**src/rtl/core_logic_pkg.sv**
```systemverilog
// core_logic_pkg: shared byte width, opcodes and port-state encoding for core_logic
package core_logic_pkg;
  localparam int BYTE_WIDTH = 8;
  localparam logic [7:0] MCU_STATE_OPCODE = 8'h00;
  localparam logic [7:0] MCU_STATE_ACCESS_RAM = 8'h01;
  typedef enum logic [1:0] {IDLE, OPCODE, RAM, DISCARD} port_state_t;
endpackage

```
**src/rtl/core_logic_spi_slave_port.sv**
```systemverilog
// core_logic_spi_slave_port: oversampled SPI slave front end, opcode deserializer and port FSM
module core_logic_spi_slave_port
  import core_logic_pkg::*;
#(
  parameter int SYNC_STAGES = 2
) (
  input  logic clk,
  input  logic reset,
  input  logic nss,
  input  logic sck,
  input  logic mosi,
  input  logic grant,
  output logic req,
  output logic own,
  output logic own_next,
  output logic sck_fwd,
  output logic mosi_fwd
);
  localparam int CW = $clog2(BYTE_WIDTH);
  logic [SYNC_STAGES-1:0] nss_q, sck_q, mosi_q;
  logic nss_s, sck_s, mosi_s, nss_d, sck_d, armed;
  logic nss_fall, nss_rise, sck_rise, done;
  logic [CW-1:0] cnt;
  logic [BYTE_WIDTH-1:0] sr, byte_c;
  port_state_t state, state_n;
  assign nss_s = nss_q[SYNC_STAGES-1];
  assign sck_s = sck_q[SYNC_STAGES-1];
  assign mosi_s = mosi_q[SYNC_STAGES-1];
  assign nss_fall = ~nss_s & nss_d;
  assign nss_rise = nss_s & ~nss_d;
  assign sck_rise = sck_s & ~sck_d;
  assign byte_c = {mosi_s, sr[BYTE_WIDTH-1:1]};
  assign own = state == RAM;
  assign own_next = state_n == RAM;
  // the SCK high phase that completed the opcode must not leak to the RAM
  assign sck_fwd = own & armed & sck_s;
  assign mosi_fwd = own & mosi_s;
  always_comb begin
    done = state == OPCODE && sck_rise && cnt == CW'(BYTE_WIDTH - 1);
    req = done && !nss_rise && byte_c == BYTE_WIDTH'(MCU_STATE_ACCESS_RAM);
    state_n = nss_rise ? IDLE :
              (state == IDLE && nss_fall) ? OPCODE :
              !done ? state :
              byte_c == BYTE_WIDTH'(MCU_STATE_OPCODE) ? DISCARD :
              grant ? RAM : DISCARD;
  end
  // synchronizers clear to 0 so an NSS already low at reset release is not taken as a fall
  always_ff @(posedge clk) begin
    if (reset) begin
      nss_q <= '0;
      sck_q <= '0;
      mosi_q <= '0;
      nss_d <= 1'b0;
      sck_d <= 1'b0;
      armed <= 1'b0;
      cnt <= '0;
      sr <= '0;
      state <= IDLE;
    end else begin
      nss_q <= {nss_q[SYNC_STAGES-2:0], nss};
      sck_q <= {sck_q[SYNC_STAGES-2:0], sck};
      mosi_q <= {mosi_q[SYNC_STAGES-2:0], mosi};
      nss_d <= nss_s;
      sck_d <= sck_s;
      armed <= own & (armed | ~sck_s);
      cnt <= state == IDLE ? '0 : (state == OPCODE && sck_rise) ? cnt + 1'b1 : cnt;
      if (state == OPCODE && sck_rise) sr <= byte_c;
      state <= state_n;
    end
  end
endmodule

```
**src/rtl/core_logic.sv**
```systemverilog
// core_logic: MCU/coprocessor SPI glue with an arbitrated pass-through bridge to an SPI RAM.
// CORE_LOGIC_COP_EN adds the coprocessor port; without it the MCU always owns the bridge.
module core_logic
  import core_logic_pkg::*;
#(
  parameter int SYNC_STAGES = 2
) (
  input  logic clk,
  input  logic reset,
  input  logic mcu_nss,
  input  logic mcu_sck,
  input  logic mcu_mosi,
  output logic mcu_miso,
  input  logic cop_nss,
  input  logic cop_sck,
  input  logic cop_mosi,
  output logic cop_miso,
  output logic ram_nss,
  output logic ram_sck,
  output logic ram_mosi,
  input  logic ram_miso
);
  logic m_req, m_grant, m_own, m_own_n, m_sck, m_mosi;
  logic c_own, c_own_n, c_sck, c_mosi;
  core_logic_spi_slave_port #(.SYNC_STAGES(SYNC_STAGES)) u_mcu (
    .clk(clk), .reset(reset), .nss(mcu_nss), .sck(mcu_sck), .mosi(mcu_mosi),
    .grant(m_grant), .req(m_req), .own(m_own), .own_next(m_own_n),
    .sck_fwd(m_sck), .mosi_fwd(m_mosi)
  );
  assign m_grant = m_req & ~c_own;
`ifdef CORE_LOGIC_COP_EN
  logic c_req, c_grant;
  core_logic_spi_slave_port #(.SYNC_STAGES(SYNC_STAGES)) u_cop (
    .clk(clk), .reset(reset), .nss(cop_nss), .sck(cop_sck), .mosi(cop_mosi),
    .grant(c_grant), .req(c_req), .own(c_own), .own_next(c_own_n),
    .sck_fwd(c_sck), .mosi_fwd(c_mosi)
  );
  // simultaneous requests resolve to the MCU
  assign c_grant = c_req & ~m_own & ~m_req;
`else
  logic cop_unused;
  assign cop_unused = ^{cop_nss, cop_sck, cop_mosi};
  assign {c_own, c_own_n, c_sck, c_mosi} = '0;
`endif
  always_ff @(posedge clk) begin
    if (reset) begin
      ram_nss <= 1'b1;
      ram_sck <= 1'b0;
      ram_mosi <= 1'b0;
      mcu_miso <= 1'b0;
      cop_miso <= 1'b0;
    end else begin
      ram_nss <= ~(m_own_n | c_own_n);
      ram_sck <= m_own_n ? m_sck : c_own_n & c_sck;
      ram_mosi <= m_own_n ? m_mosi : c_own_n & c_mosi;
      mcu_miso <= m_own & ram_miso;
      cop_miso <= c_own & ram_miso;
    end
  end
endmodule

```
**config.mk**
```make
export PLATFORM = sky130hd
export DESIGN_NAME = core_logic
export DESIGN_NICKNAME = d
export VERILOG_FILES = /design/src/rtl/core_logic_pkg.sv /design/src/rtl/core_logic_spi_slave_port.sv /design/src/rtl/core_logic.sv
export SDC_FILE = /design/constraint.sdc
export NUM_CORES = 1
export LEC_CHECK = 0
export ABC_CLOCK_PERIOD_IN_PS = 1690
export CAP_MARGIN = 20
export CORE_MARGIN = 2
export CORE_UTILIZATION = 46
export DETAILED_ROUTE_END_ITERATION = 6
export PLACE_DENSITY_LB_ADDON = 0.3
export SETUP_SLACK_MARGIN = 0.4
export SLEW_MARGIN = 20
export SYNTH_ARGS = -nofsm -noshare
export SYNTH_HDL_FRONTEND = slang
export SYNTH_HIERARCHICAL = 1
export SYNTH_SLANG_ARGS = --single-unit
```
**constraint.sdc**
```tcl
create_clock -name clk -period 1.69 [get_ports clk]
set_input_delay 0.4225 -clock clk [delete_from_list [all_inputs] [get_ports clk]]
set_output_delay 0.4225 -clock clk [all_outputs]
set_load 0.01 [all_outputs]
```
==> flow_metrics.env <==
export IMPL_route_detailed_drc=0
export IMPL_crit_slowest_cell="dfxtp_2"
export IMPL_yosysUniqueCellTypes=32
export IMPL_grt_pass1_vias=692
export IMPL_cts_tree="built"
export IMPL_numCtsBuffers=3
export IMPL_grt_max_degree=16
export IMPL_ys_seq_area_frac=0.510
export IMPL_hold_buffers=0
export IMPL_synth_warnings=6
export IMPL_regToRegStartpoint="u_mcu/cnt[1]$_SDFFE_PP0P_"
export IMPL_antenna_left=0
export IMPL_startpoint="u_mcu/cnt[1]$_SDFFE_PP0P_"
export IMPL_critPathRequiredTime_ns=1.96
export IMPL_synth_top_area_frac=0.510
export IMPL_final_cells=141
export IMPL_place_ws_ns=0.0264
export IMPL_dp_hpwl_um=1150
export IMPL_fin_hold_ws_ns=0.449
export IMPL_fmaxAchievable_mhz=623
export IMPL_synth_edf_count=0
export IMPL_setup_tns_ns=0
export IMPL_status="finished clean"
export IMPL_n_antenna_cell=0
export IMPL_dr_first_iter_drc_count=9
export IMPL_detail_route_wl_per_cell_um=11.5
export IMPL_critPathMaxStageDelay_ns=0.37
export IMPL_r2r_setup_slack_ns=0.09
export IMPL_worstHoldPathType="flop to flop"
export IMPL_critical_path_most_common_cell="ha_4"
export IMPL_hold_start="u_mcu/nss_q[0]$_SDFF_PP0_"
export IMPL_core_area_sq_um=1980
export IMPL_route_vias_total=689
export IMPL_clkTransAtPathRegs_ns=0.13
export IMPL_antenna_found_initial=0
export IMPL_hold_depth=1
export IMPL_finalWirelength_um=1630
export IMPL_yosys_register_bits=25
export IMPL_fp_dieArea_sq_um=2520
export IMPL_io_buffers=9
export IMPL_gp_congestion=0.791
export IMPL_finalCritPeriodShare=0.949
export IMPL_die_w_um=50.2
export IMPL_r2r_cells=9
export IMPL_synth_main_ff_cell="dfxtp_1"
export IMPL_p_per_area_nw_per_um2=731
export IMPL_syn_inst=96
export IMPL_synth_most_common_cell="dfxtp_1"
export IMPL_cts_root_buf="clkbuf_4"
export IMPL_rsz0062_at_grt="yes"
export IMPL_cap_violations=0
export IMPL_place_inst=132
export IMPL_track_usage=0.154
export IMPL_synth_top_area_cell="dfxtp_1"
export IMPL_critPathKind="flop to flop"
export IMPL_firstDrtPassIters=4
export IMPL_synth_top_cells_by_count="dfxtp_1, nor2_1, nor2b_1"
export IMPL_clk_latency_ns=0.31
export IMPL_boundaryPins=14
export IMPL_row_count=16
export IMPL_power_leakage_nw=0.453
export IMPL_ir_drop_uv=589
export IMPL_end_kind="flop"
export IMPL_die_h_um=50.2
export IMPL_synthArstFlopShare=0
export IMPL_start_kind="flop"
export IMPL_finalCriticalPeriod_ns=1.60
export IMPL_skew_ns=0.0119
export IMPL_yosys_top_cells_area="dfxtp_1, mux2i_1, nor2b_1, nor2_1, and3b_1"
export IMPL_viasPerCell=4.89
export IMPL_arrival_ns=1.87
export IMPL_start_util=0.495
export IMPL_area_delta_synth_final_pct=25.9
export IMPL_drv_slew=0
export IMPL_crit_chain="ha_4 > ha_4 > nor4b_4 > nand3_1 > nor2_1 > nand2_1 > a21o_1 > o22ai_2 > and3b_1"
export IMPL_grt_pass1_wl_um=2880
export IMPL_cts_sinks=25
export IMPL_max_clock_path_buffers=2
export IMPL_path_max_fanout=3
export IMPL_layout_nets=126
export IMPL_htreeDepth=1
export IMPL_layout_drive_gt1_share=0.289
export IMPL_p_total_mw=0.903
export IMPL_finalSetupViolations=0
export IMPL_syn_num_nets=107
export IMPL_avgSynthCellArea_sq_um=10.2
export IMPL_setup_slack_ns=0.0860
export IMPL_netlist_area_sq_um=981
export IMPL_overflow=0
export IMPL_hold_viol_final=0
==> registers in the layout, summed over array words and instances (netlist names), 2 cells and up <==
name	count
u_mcu/nss_q	2
u_mcu/sr	7
u_mcu/state	2
u_mcu/cnt	3
u_mcu/sck_q	2
u_mcu/mosi_q	2
==> metal layers <==
layer,GRT usage,wire [um]
met1,0.182,761
met2,0.257,802
met3,0.0357,35
met4,0.0833,29
met5,0,0
==> critical path, delay by kind of cell (launching register included) <==
kind                     cells  cell delay [ns]
AO/OA/AOI/OAI                2             0.29
adder cells (fa/ha/maj)      2             0.25
flip-flops                   1             0.37
AND/OR/NAND/NOR              5             0.62
==> cell type report <==
cell class	count	area, sq um
Timing Repair Buffer	18	151
Clock buffer	4	26.3
Fill cell	159	747
Multi-Input combinational cell	64	504
Sequential cell	25	508
Tap cell	27	33.8
Inverter	3	11.3
==> worst paths after layout <==
| kind | end |
|---|---|
| worst max-delay path | ram_mosi$_SDFF_PP0_ |
| worst min-delay path | u_mcu/nss_q[1]$_SDFF_PP0_ |
| worst max register to register | ram_mosi$_SDFF_PP0_ |
| worst min register to register | u_mcu/nss_q[1]$_SDFF_PP0_ |
==> cells by family (layout without fill, tap and decap cells) <==
family	after synthesis	count (layout)	synth area share
AND/OR/NAND/NOR	43	43	0.254
flip-flops	25	25	0.510
adder cells (fa/ha/maj)	2	2	0.0255
buffers and inverters	7	25	0.0472
other	1	1	0.00382
AO/OA/AOI/OAI	11	11	0.0880
multiplexers	7	7	0.0714
==> through the flow <==
stage	area (sq um)	util
after detailed placement	1150	0.581
after CTS	1230	0.622
after floorplan	1030	-
after global placement	1150	0.581
after global routing	1230	0.623
final	1230	0.623
==> repair_timing <==
action / CTS / global route
resized for setup: 14 / 7
hold endpoints to repair: 0 / 0
pin swaps: 1 / 2
setup buffers: 5 / 0
setup endpoints to repair: 11 / 13
==> cell usage in the layout (no fill, tap or decap), types with 2 or more instances in the layout <==
cell type / count
mux2i_1: 6
nor3_1: 2
a31oi_1: 2
ha_4: 2
nand2b_1: 3
nand3_1: 3
buf_4: 8
inv_1: 2
and3b_1: 3
clkdlybuf4s50_1: 5
nor2_1: 10
nand2_1: 6
dfxtp_1: 21
buf_2: 3
nor2b_1: 9
dfxtp_2: 3
clkbuf_4: 3
==> where the power goes <==
part	switching, mW	leakage, nW	internal (mW)
Sequential	0.00545	0.205	0.597
Combinational	0.0198	0.233	0.0257
Clock	0.163	0.0150	0.0922
Total	0.188	0.453	0.715
Note: power is estimated with default switching activity, not from simulation.
